File: src/rtl/rv_pkg.sv
// Shared rv32i pipeline definitions: architectural constants and fetch-stage enums.
package rv_pkg;

  localparam logic [31:0] RV_NOP      = 32'h0000_0013;
  localparam logic [31:0] RV_RESET_PC = 32'h0000_8000;

  typedef enum logic [1:0] {
    IDLE,
    WAIT,
    DONE
  } fetch_state_t;

  typedef enum logic [1:0] {
    F_OK       = 2'b00,
    F_MISALIGN = 2'b01,
    F_TIMEOUT  = 2'b10
  } fetch_fault_t;

endpackage

File: src/rtl/fetch_pending.sv
// Single-entry buffer for a token/PC that arrives while fetch cannot take it directly.
import rv_pkg::*;

module fetch_pending (
  input  logic        clk,
  input  logic        rst,
  input  logic        tok_in,
  input  logic [31:0] pc_in,
  input  logic        idle,
  output logic        valid,
  output logic [31:0] pc,
  output logic        overrun
);

  logic drain;
  logic direct;
  logic store;

  // In IDLE with an empty buffer the FSM consumes the incoming token itself.
  assign drain  = idle && valid;
  assign direct = idle && !valid;
  assign store  = tok_in && !direct;

  always_ff @(posedge clk or negedge rst) begin
    if (!rst) begin
      valid   <= 1'b0;
      pc      <= '0;
      overrun <= 1'b0;
    end else if (store) begin
      if (valid && !drain) begin
        overrun <= 1'b1;
      end else begin
        valid <= 1'b1;
        pc    <= pc_in;
      end
    end else if (drain) begin
      valid <= 1'b0;
    end
  end

endmodule

File: src/rtl/fetch.sv
// Instruction-fetch stage: takes a PC token, reads one word over req/ack and hands
// instruction, PC and fault status to decode with a one-cycle token.
import rv_pkg::*;

module fetch #(
  parameter logic [31:0] RESET_PC = RV_RESET_PC,
  parameter int          TIMEOUT  = 16,
  parameter int          TMO_W    = $clog2(TIMEOUT + 1)
) (
  input  logic        clk,
  input  logic        rst,
  input  logic [31:0] pc,
  input  logic        fetch_pipeline_ctl_in,
  output logic        imem_req,
  output logic [31:0] imem_addr,
  input  logic        imem_ack,
  input  logic [31:0] imem_rdata,
  output logic [31:0] instr,
  output logic [31:0] pc_out,
  output logic [1:0]  fault,
  output logic        overrun,
  output logic        fetch_pipeline_ctl_out
);

  fetch_state_t state, state_nxt;
  fetch_fault_t fault_q, fault_nxt;
  logic [31:0]  cur_pc, cur_pc_nxt;
  logic [31:0]  addr_q, addr_nxt;
  logic [31:0]  instr_nxt;
  logic [31:0]  pc_out_nxt;
  logic [TMO_W-1:0] cnt, cnt_nxt;

  logic        pend_valid;
  logic [31:0] pend_pc;
  logic        take;
  logic [31:0] sel_pc;

  fetch_pending u_pending (
    .clk     (clk),
    .rst     (rst),
    .tok_in  (fetch_pipeline_ctl_in),
    .pc_in   (pc),
    .idle    (state == IDLE),
    .valid   (pend_valid),
    .pc      (pend_pc),
    .overrun (overrun)
  );

  // A buffered token is older than the live one, so it is served first.
  assign take   = pend_valid || fetch_pipeline_ctl_in;
  assign sel_pc = pend_valid ? pend_pc : pc;

  always_ff @(posedge clk or negedge rst) begin
    if (!rst) begin
      state   <= IDLE;
      fault_q <= F_OK;
      cur_pc  <= '0;
      addr_q  <= '0;
      instr   <= RV_NOP;
      pc_out  <= RESET_PC;
      cnt     <= '0;
    end else begin
      state   <= state_nxt;
      fault_q <= fault_nxt;
      cur_pc  <= cur_pc_nxt;
      addr_q  <= addr_nxt;
      instr   <= instr_nxt;
      pc_out  <= pc_out_nxt;
      cnt     <= cnt_nxt;
    end
  end

  always_comb begin
    state_nxt  = state;
    fault_nxt  = fault_q;
    cur_pc_nxt = cur_pc;
    addr_nxt   = addr_q;
    instr_nxt  = instr;
    pc_out_nxt = pc_out;
    cnt_nxt    = cnt;
    case (state)
      IDLE: begin
        if (take) begin
          cur_pc_nxt = sel_pc;
          cnt_nxt    = '0;
          if (sel_pc[1:0] == 2'b00) begin
            state_nxt = WAIT;
            addr_nxt  = sel_pc;
          end else begin
            state_nxt  = DONE;
            instr_nxt  = RV_NOP;
            fault_nxt  = F_MISALIGN;
            pc_out_nxt = sel_pc;
          end
        end
      end
      WAIT: begin
        cnt_nxt = cnt + TMO_W'(1);
        // An ack in the final allowed cycle still counts as success.
        if (imem_ack) begin
          state_nxt  = DONE;
          instr_nxt  = imem_rdata;
          fault_nxt  = F_OK;
          pc_out_nxt = cur_pc;
        end else if (cnt_nxt == TMO_W'(TIMEOUT)) begin
          state_nxt  = DONE;
          instr_nxt  = RV_NOP;
          fault_nxt  = F_TIMEOUT;
          pc_out_nxt = cur_pc;
        end
      end
      DONE: begin
        state_nxt = IDLE;
      end
      default: begin
        state_nxt = IDLE;
      end
    endcase
  end

  assign imem_req               = (state == WAIT);
  assign imem_addr              = addr_q;
  assign fault                  = fault_q;
  assign fetch_pipeline_ctl_out = (state == DONE);

endmodule

File: config.mk
export PLATFORM = sky130hd
export DESIGN_NAME = fetch
export DESIGN_NICKNAME = d
export VERILOG_FILES = /design/src/rtl/rv_pkg.sv /design/src/rtl/fetch_pending.sv /design/src/rtl/fetch.sv
export SDC_FILE = /design/constraint.sdc
export NUM_CORES = 1
export LEC_CHECK = 0
export CAP_MARGIN = 0
export CORE_MARGIN = 2
export CORE_UTILIZATION = 50
export CTS_CLUSTER_SIZE = 20
export DETAILED_ROUTE_END_ITERATION = 8
export DONT_BUFFER_PORTS = 1
export SLEW_MARGIN = 20
export SYNTH_ARGS = -nofsm -noshare
export SYNTH_HDL_FRONTEND = slang
export SYNTH_SLANG_ARGS = --single-unit
File: constraint.sdc
create_clock -name clk -period 6.5 [get_ports clk]
set_clock_uncertainty 0.15 [all_clocks]
set_input_delay 0.975 -clock clk [delete_from_list [all_inputs] [get_ports clk]]
set_output_delay 0.975 -clock clk [all_outputs]
set_load 0.1 [all_outputs]
==> results of run 1 <==
[synth_stat cells, drive strengths merged, types with 2 or more instances]
| cell type | n |
|---|---|
| buf | 15 |
| dfstp | 4 |
| xor2 | 3 |
| a21oi | 34 |
| mux2i | 32 |
| o22a | 4 |
| or2 | 4 |
| o21ai | 70 |
| inv | 2 |
| a22o | 30 |
| dfrtp | 167 |
| nor2 | 36 |
| mux2 | 64 |
| nand2b | 4 |
| nor2b | 2 |
| and2 | 4 |
| nand2 | 73 |
| clkbuf | 22 |
[worst paths after layout]
| kind | from | to | slack (ps) | cells past startpoint |
|---|---|---|---|---|
| max in group asynchronous | rst | instr[0]$_DFFE_PN1P_ | 5840 | 0 |
| min | rst | imem_addr[26]$_DFFE_PN0P_ | 100 | 0 |
| max | u_pending.valid$_DFFE_PN0P_ | pc_out[19]$_DFFE_PN0P_ | 2900 | 6 |
| max reg2reg | u_pending.valid$_DFFE_PN0P_ | pc_out[19]$_DFFE_PN0P_ | 2900 | 6 |
| min reg2reg | state[1]$_DFFE_PN0P_ | state[0]$_DFFE_PN0P_ | 340 | 1 |
| min in group clk | state[1]$_DFFE_PN0P_ | state[0]$_DFFE_PN0P_ | 340 | 1 |
[flip-flops by register name (all words and copies together), names as in the netlist]
name and count:
u_pending.valid 1, u_pending.pc 32, cur_pc 32, cnt 5, instr 32, fault 2, pc_out 32, u_pending.overrun 1
state 2, imem_addr 32
[worst max-delay path, delay by kind of cell, from the launching register on]
family / cells / cell delay (ps)
buf+inv: 1 / 500
flops: 1 / 630
simple gates: 3 / 1410
mux: 1 / 420
compound gates: 1 / 340
[cells by family (layout without fill, tap and decap cells)]
| logic type | after synthesis | in the layout | share of synthesized area [%] |
|---|---|---|---|
| adders and majority gates | 2 | 2 | 0.320 |
| muxes | 96 | 96 | 16.2 |
| xor gates and xnor gates | 3 | 3 | 0.374 |
| buffers and inverters | 40 | 37 | 2.72 |
| DFF | 171 | 171 | 61.0 |
| AOI/OAI and AO/OA | 142 | 142 | 12.1 |
| and+or+nand+nor | 125 | 125 | 7.30 |
[per-layer routing]
metal / GRT usage (%) / up-vias
li1: - / 1988
met1: 24.4 / 2113
met2: 30.9 / 130
met3: 7.67 / 15
met4: 6.90 / 0
met5: 0 / -
[cell type report]
cell class	instances	share of cell area [%]
clock buffer	23	6.11
clock inverter	8	0.915
inverter	3	0.180
multi-input combinational	368	33.6
sequential	171	56.0
tap	180	2.94
timing repair buffer	3	0.294
[placed cells by master (no fill, tap or decap), drive strengths merged]
master    netlist  final
dfstp           4      4
o32ai           1      1
o22a            4      4
mux2i          32     32
and2            4      4
xor2            3      3
clkinvlp        0      2
nand4b          1      1
ha              1      1
mux2           64     64
o21ai          70     70
bufinv          0      1
nand2          73     73
clkbuf         22     23
o31ai           1      1
maj3            1      1
o21bai          1      1
or2             4      4
inv             2      3
a31o            1      1
nor2           36     36
dfrtp         167    167
a21oi          34     34
clkinv          1      5
nand2b          4      4
nor2b           2      2
or4             1      1
a22o           30     30
buf            15      3
[stage by stage]
stage          cells  utilization, %
6_report         756            55.4
2_1_floorplan    579               -
3_3_place_gp     725            51.4
4_1_cts          756            55.3
3_5_place_dp     725            51.4
5_1_grt          756            55.4
==> results.py, run 1 <==
metrics = {
    "run_status": {
        "status": "finished clean",
    },
    "finish": {
        "regArea_mm2": 0.00429,
        "n_antenna_cell": 0,
        "num-fill-cells": 1174,
        "final_area_mm2": 0.00766,
        "fin_nets": 633,
        "multiInputGateArea_mm2": 0.00257,
        "drive_above_1_share_pct": 18.6,
        "syn2layout_area_growth_pct": 8.96,
    },
    "clock_network": {
        "clk_path_buf_depth": 2,
        "clock_latency_ps": 420,
        "path_clk_slew_ps": 60,
        "cts_tree": "yes",
        "clock-sinks": 171,
        "hold_buffers": 0,
        "root_buffer": "clkbuf_16",
        "cts-buffers-inserted": 17,
        "h-tree-depth": 4,
        "cts.repair.resized": 0,
        "postCtsSetupRepairBufs": 0,
    },
    "setup_path": {
        "cp-end-kind": "flip-flop",
        "slowest_delay_ps": 830,
        "cpMostUsedCell": "or2_1",
        "cp_slowest_cell": "or2_1",
        "crit_path_start_kind": "flip-flop",
        "crit_type": "reg -> reg",
        "crit_required_ps": 6650,
        "cp_max_fo": 36,
        "crit_chain": "or2_1 -> o21bai_1 -> or2_1 -> or2_1 -> inv_4 -> mux2_4",
        "critPathArrivalTime_ps": 3750,
    },
    "floorplan": {
        "num_rows": 43,
        "dieArea_mm2": 0.0150,
        "core_mm2": 0.0138,
        "dieHeight_um": 123,
        "ios": 169,
        "initial_core_util_pct": 50.8,
        "die_x_um": 123,
    },
    "synthesis": {
        "netlist-cell-type-count": 33,
        "synth_edf_count": 0,
        "async_flop_share_pct": 100,
        "yosys_warnings": 0,
        "syn_nets": 648,
        "yosysTopAreaCell": "dfrtp_1",
        "syn_inst": 579,
        "ys_ff_latch": 171,
        "synth_seq_area_share_pct": 61.0,
        "netlist_area_mm2": 0.00703,
        "avgSynthCellArea_um2": 12.1,
        "synth_top_flop_cell": "dfrtp_1",
        "yosys-top-cells-area": "dfrtp_1, mux2_2, mux2_4",
        "synth.top_cell.area_share_pct": 59.5,
    },
    "sta": {
        "fin_setup_tns_ps": 0,
        "max_freq_mhz": 278,
        "maxSlewViolCount": 0,
        "tightestPinTransition_ps": 1080,
        "grt_setup_unrepaired": "false",
        "setup_viol": 0,
        "finalHoldViolCount": 0,
        "timing.hold.ws_ps": 99.2,
        "max_slew_margin_pct": 27.9,
        "period_share_pct": 55.4,
        "setup_ws_ps": 2900,
        "period_needed_ps": 3600,
    },
    "detailed_routing": {
        "met1_length_um": 6080,
        "vias_per_cell": 5.62,
        "drt-total-wl_um": 14200,
        "vias": 4246,
        "drtPass1Iterations": 4,
        "maxUsedRoutingLayer": "met4",
        "routedWlPerCell_um": 18.8,
        "drt_iter0_markers": 261,
        "routed-wl-met2_um": 6710,
        "route.detailed.drc": 0,
        "drtAntennaViolNets": 0,
        "wl_met3_um": 1230,
    },
    "global_route": {
        "grt_overflow": 0,
        "grt_usage_pct": 19.5,
        "antenna_found_initial": 0,
        "grt_max_degree": 172,
        "grt_pass1_vias": 4287,
        "grt_first_pass_wirelength_um": 22400,
    },
    "placed_design": {
        "dp_hpwl_um": 8920,
        "portBuffers": 0,
        "place_congestion": 0.745,
        "dp_slack_ps": 2650,
        "placed_area_mm2": 0.00711,
    },
    "job": {
        "maxCapViolations": 0,
    },
    "hold_path": {
        "worstHoldPathType": "in -> async",
    },
}
Power of run 1 is left out: the tool's default activity adds up to more than one toggle a clock period on the data nets, which glitch-free logic cannot reach.
==> run 2, diff against run 1 <==
--- a/config.mk
+++ b/config.mk
@@ -11,6 +11,7 @@
 export CTS_CLUSTER_SIZE = 20
 export DETAILED_ROUTE_END_ITERATION = 8
 export DONT_BUFFER_PORTS = 1
+export PLACE_DENSITY = 0.68
 export SLEW_MARGIN = 20
 export SYNTH_ARGS = -nofsm -noshare
 export SYNTH_HDL_FRONTEND = slang
==> constraint.sdc (replaced) <==
create_clock -name clk -period 3 [get_ports clk]
set_clock_uncertainty 0.15 [all_clocks]
set_input_delay 0.45 -clock clk [delete_from_list [all_inputs] [get_ports clk]]
set_output_delay 0.45 -clock clk [all_outputs]
set_load 0.1 [all_outputs]
==> run 2 against run 1 <==
Compared with the run above: the flow now finishes with violations (hold timing); first-iteration DRC count shrank 24%; routed wire length rose by 0.15%; non-clock buffer count increased by 15; die area stayed put; critical path type is now reg -> out.
==> results.py, run 2 (synthesized netlist as in run 1, its figures left out) <==
metrics = {
    "sta": {
        "grt_setup_unrepaired": "false",
        "finalHoldViolCount": 171,
        "period_share_pct": 86.1,
        "maxSlewViolCount": 0,
        "max_freq_mhz": 387,
        "tightestPinTransition_ps": 971,
        "period_needed_ps": 2580,
        "fin_setup_tns_ps": 0,
        "setup_viol": 0,
        "max_slew_margin_pct": 35.3,
        "timing.hold.ws_ps": -431,
    },
    "setup_path": {
        "r2r-end": "pc_out[9]$_DFFE_PN0P_",
        "r2r_cells": 7,
        "crit_chain": "nand2b_1 -> inv_2 -> buf_12",
        "cp-end-kind": "output port",
        "r2r-start": "u_pending.valid$_DFFE_PN0P_",
        "crit_type": "reg -> out",
        "cp_max_fo": 47,
        "slowest_delay_ps": 590,
        "r2r_slack_ps": 430,
        "crit_required_ps": 2400,
        "crit_path_start_kind": "flip-flop",
        "cp_slowest_cell": "inv_2",
        "critPathArrivalTime_ps": 1980,
    },
    "finish": {
        "multiInputGateArea_mm2": 0.00257,
        "final_common_cell": "dfrtp_1",
        "num-fill-cells": 1143,
        "regArea_mm2": 0.00429,
        "mostFrequentLayoutCells": "dfrtp_1, nand2_1, o21ai_0",
        "final_cells": 772,
        "drive_above_1_share_pct": 19.9,
        "syn2layout_area_growth_pct": 12.0,
        "fin_nets": 648,
        "n_antenna_cell": 0,
    },
    "floorplan": {
        "die_x_um": 123,
        "core_mm2": 0.0138,
        "dieHeight_um": 123,
        "num_rows": 43,
        "dieArea_mm2": 0.0150,
        "initial_core_util_pct": 50.8,
        "ios": 169,
    },
    "clock_network": {
        "cts.repair.resized": 0,
        "cts-buffers-inserted": 17,
        "clock_latency_ps": 420,
        "cts_tree": "yes",
        "clock-sinks": 171,
        "root_buffer": "clkbuf_16",
        "path_clk_slew_ps": 60,
        "clk_path_buf_depth": 2,
        "h-tree-depth": 4,
    },
    "hold_path": {
        "worstHoldPathType": "in -> async",
    },
    "global_route": {
        "grt_pass1_vias": 4327,
        "grt_overflow": 0,
        "grt_usage_pct": 19.5,
        "grt_max_degree": 172,
        "antenna_found_initial": 0,
        "grt_first_pass_wirelength_um": 22100,
    },
    "detailed_routing": {
        "routedWlPerCell_um": 18.4,
        "route.detailed.drc": 0,
        "drtAntennaViolNets": 0,
        "vias_per_cell": 5.54,
        "vias": 4279,
        "drt_iter0_markers": 199,
        "drtPass1Iterations": 4,
        "drt-total-wl_um": 14200,
    },
    "placed_design": {
        "dp_cells": 731,
        "dp_hpwl_um": 9190,
        "portBuffers": 0,
        "place_congestion": 0.723,
    },
    "run_status": {
        "status": "finished with violations",
        "violations": "hold timing",
    },
    "job": {
        "maxCapViolations": 0,
    },
}
[run 2: metrics by stage]
step                area (µm²)  worst slack [ps]  util [%]
floorplan                 7030               232         -
global placement          7180               462      51.9
detailed placement        7180               419      51.9
CTS                       7850               400      56.8
global route              7870               303      56.9
finish                    7870               416      56.9
[run 2: critical path: cells and delay by family, from the launching register on]
family | cells | cell delay (ps)
flip-flops | 1 | 410
buffers and inverters | 2 | 900
AND/OR/NAND/NOR | 1 | 230
[run 2: layout make-up]
cell class,count,area share (%)
inverters,3,0.175
well taps,180,2.86
clock buffers,18,5.58
multi-input cells,368,32.6
flip-flops and latches,171,54.5
repair buffers,18,2.32
clock inverters,14,1.99
[run 2: metal layers]
metal / part of all wire (%) / wire length, µm / track usage (%) / up-vias
li1: - / - / - / 2012
met1: 40 / 5760 / 22.7 / 2096
met2: 48 / 6770 / 31.8 / 145
met3: 9.3 / 1330 / 8.09 / 26
met4: 2.6 / 371 / 8.41 / 0
met5: 0 / 0 / 0 / -
[run 2: worst max path at each step]
stage | startpoint | endpoint | slack (ps) | cells past startpoint
after floorplan | state[1]$_DFFE_PN0P_ | pc_out[2]$_DFFE_PN0P_ | 230 | 6
after global routing | state[0]$_DFFE_PN0P_ | imem_req | 300 | 3
final | state[1]$_DFFE_PN0P_ | imem_req | 420 | 3
after detailed placement | u_pending.valid$_DFFE_PN0P_ | pc_out[9]$_DFFE_PN0P_ | 420 | 7
after CTS | u_pending.valid$_DFFE_PN0P_ | pc_out[9]$_DFFE_PN0P_ | 400 | 7
after global placement | u_pending.valid$_DFFE_PN0P_ | pc_out[9]$_DFFE_PN0P_ | 460 | 7
[run 2: repair_timing]
action / 4_1_cts / 5_1_grt
hold buffers: 7 / 2
buffers inserted: 0 / 0
endpoints found under the hold margin: 178 / 173
Power of run 2 is left out for the same reason.
==> run 3, diff against run 2 <==
--- a/config.mk
+++ b/config.mk
@@ -11,7 +11,6 @@
 export CTS_CLUSTER_SIZE = 20
 export DETAILED_ROUTE_END_ITERATION = 8
 export DONT_BUFFER_PORTS = 1
-export PLACE_DENSITY = 0.68
 export SLEW_MARGIN = 20
 export SYNTH_ARGS = -nofsm -noshare
 export SYNTH_HDL_FRONTEND = slang
==> constraint.sdc (replaced) <==
create_clock -name clk -period 2.7 [get_ports clk]
set_clock_uncertainty 0.15 [all_clocks]
set_input_delay 0.405 -clock clk [delete_from_list [all_inputs] [get_ports clk]]
set_output_delay 0.405 -clock clk [all_outputs]
set_load 0.1 [all_outputs]
==> run 3 against run 2 <==
Compared with the run above: the run still ends with hold timing left; sequential share of layout area shrank 4.0 points; setup slack lost 51 ps; critical path depth grew 5; register-to-register slack lost 70 ps; highest routed layer unchanged; via count grew 5.9%.
==> results.py, run 3 (synthesized netlist as in run 1, its figures left out) <==
metrics = {
    "setup_path": {
        "r2r_slack_ps": 360,
        "r2r-start": "u_pending.valid$_DFFE_PN0P_",
        "cp_max_fo": 18,
        "crit_chain": "or2_1 -> o21bai_1 -> buf_4 -> or2_1 -> or2_1 -> inv_4 -> buf_4 -> mux2_4",
        "cp_slowest_cell": "dfrtp_2",
        "cpLargestDelayFamily": "simple AND/OR/NAND/NOR gates",
        "crit_required_ps": 2850,
        "critPathArrivalTime_ps": 2480,
        "cp-end-kind": "flip-flop",
        "crit_path_start": "u_pending.valid$_DFFE_PN0P_",
        "crit_type": "reg -> reg",
        "r2r-end": "pc_out[22]$_DFFE_PN0P_",
        "r2r_cells": 8,
        "cpMostUsedCell": "or2_1",
        "slowest_delay_ps": 400,
        "crit_path_start_kind": "flip-flop",
        "critPathBufInv": 3,
    },
    "clock_network": {
        "clock-sinks": 171,
        "path_clk_slew_ps": 60,
        "postCtsSetupRepairBufs": 0,
        "root_buffer": "clkbuf_16",
        "cts_tree": "yes",
        "cts-buffers-inserted": 17,
        "h-tree-depth": 4,
        "cts.repair.resized": 0,
        "clock_latency_ps": 420,
        "hold_buffers": 65,
        "clk_path_buf_depth": 2,
    },
    "floorplan": {
        "die_x_um": 123,
        "ios": 169,
        "initial_core_util_pct": 50.8,
        "dieArea_mm2": 0.0150,
        "core_mm2": 0.0138,
        "dieHeight_um": 123,
        "num_rows": 43,
    },
    "sta": {
        "fin_setup_tns_ps": 0,
        "max_freq_mhz": 428,
        "period_share_pct": 86.5,
        "timing.hold.ws_ps": -465,
        "max_slew_margin_pct": 36.3,
        "tightestPinTransition_ps": 955,
        "grt_setup_unrepaired": "false",
        "setup_viol": 0,
        "period_needed_ps": 2340,
        "maxSlewViolCount": 0,
        "finalHoldViolCount": 171,
    },
    "placed_design": {
        "portBuffers": 0,
        "dp_hpwl_um": 9320,
        "place_congestion": 0.730,
    },
    "finish": {
        "drive_above_1_share_pct": 18.3,
        "fin_nets": 710,
        "syn2layout_area_growth_pct": 20.9,
        "mostFrequentLayoutCells": "dfrtp_1, nand2_1, o21ai_0",
        "n_antenna_cell": 0,
        "final_common_cell": "dfrtp_1",
        "num-fill-cells": 1078,
    },
    "global_route": {
        "grt_pass1_vias": 4709,
        "grt_first_pass_wirelength_um": 24000,
        "grt_max_degree": 172,
        "antenna_found_initial": 0,
        "grt_overflow": 0,
        "grt_usage_pct": 20.9,
    },
    "detailed_routing": {
        "drt-total-wl_um": 15000,
        "vias_per_cell": 5.43,
        "vias": 4530,
        "drtAntennaViolNets": 0,
        "route.detailed.drc": 0,
        "routedWlPerCell_um": 18.0,
        "drt_iter0_markers": 189,
        "drtPass1Iterations": 7,
    },
    "hold_path": {
        "worstHoldPathType": "in -> async",
    },
    "run_status": {
        "violations": "hold timing",
        "status": "finished with violations",
    },
    "job": {
        "maxCapViolations": 0,
    },
}
==> run 3: cell count changes in the layout (fill, tap and decap cells not counted), sizes merged <==
cell         before  now
bufinv            2    3
buf               9   15
clkinvlp          3    0
clkinv            3    1
dlygate4sd3       9   65
clkbuf           18   27
inv               9    4
==> run 3: layer usage <==
metal | wire, µm | share of wire (%) | global-route usage, % | up-vias
met2 | 7220 | 48 | 33.9 | 133
met1 | 6460 | 43 | 26.0 | 2233
met5 | 0 | 0 | 0 | -
li1 | - | - | - | 2144
met4 | 235 | 1.6 | 7.26 | 0
met3 | 1110 | 7.4 | 7.43 | 20
==> run 3: final cells by class <==
cell class | instances | area (µm²) | share of cell area, %
Clock buffer | 27 | 523 | 6.16
Clock inverter | 5 | 104 | 1.22
Inverter | 3 | 13.8 | 0.162
Multi-Input combinational cell | 368 | 2570 | 30.2
Sequential cell | 171 | 4290 | 50.5
Tap cell | 180 | 225 | 2.65
Timing Repair Buffer | 80 | 776 | 9.13
==> run 3: worst max path at each step <==
stage                                   endpoint  slack [ps]  depth (start not counted)
after floorplan           fetch_pipeline_ctl_out         390                          1
after global placement     pc_out[8]$_DFFE_PN0P_         420                          8
after detailed placement  pc_out[22]$_DFFE_PN0P_         360                          8
after CTS                 pc_out[22]$_DFFE_PN0P_         350                          8
after global routing      pc_out[21]$_DFFE_PN0P_         280                          8
final                     pc_out[22]$_DFFE_PN0P_         360                          8
==> run 3: worst register-to-register path: cells and delay by family (launching register included) <==
family	cells	cell delay [ps]
and+or+nand+nor	3	700
buffers and inverters	3	550
DFF	1	400
muxes	1	350
AOI/OAI and AO/OA	1	70
==> run 3: stage by stage <==
stage / area [µm²] / hold WS, ps / cells / worst slack (ps) / utilization (%)
2_1_floorplan: 7030 / -40.6 / 579 / 387 / -
3_3_place_gp: 7220 / -37.4 / 737 / 421 / 52.2
3_5_place_dp: 7220 / -35.6 / 737 / 355 / 52.2
4_1_cts: 8490 / -485 / 834 / 350 / 61.4
5_1_grt: 8490 / -489 / 834 / 282 / 61.4
6_report: 8490 / -465 / 834 / 364 / 61.4
Power of run 3 is left out for the same reason.
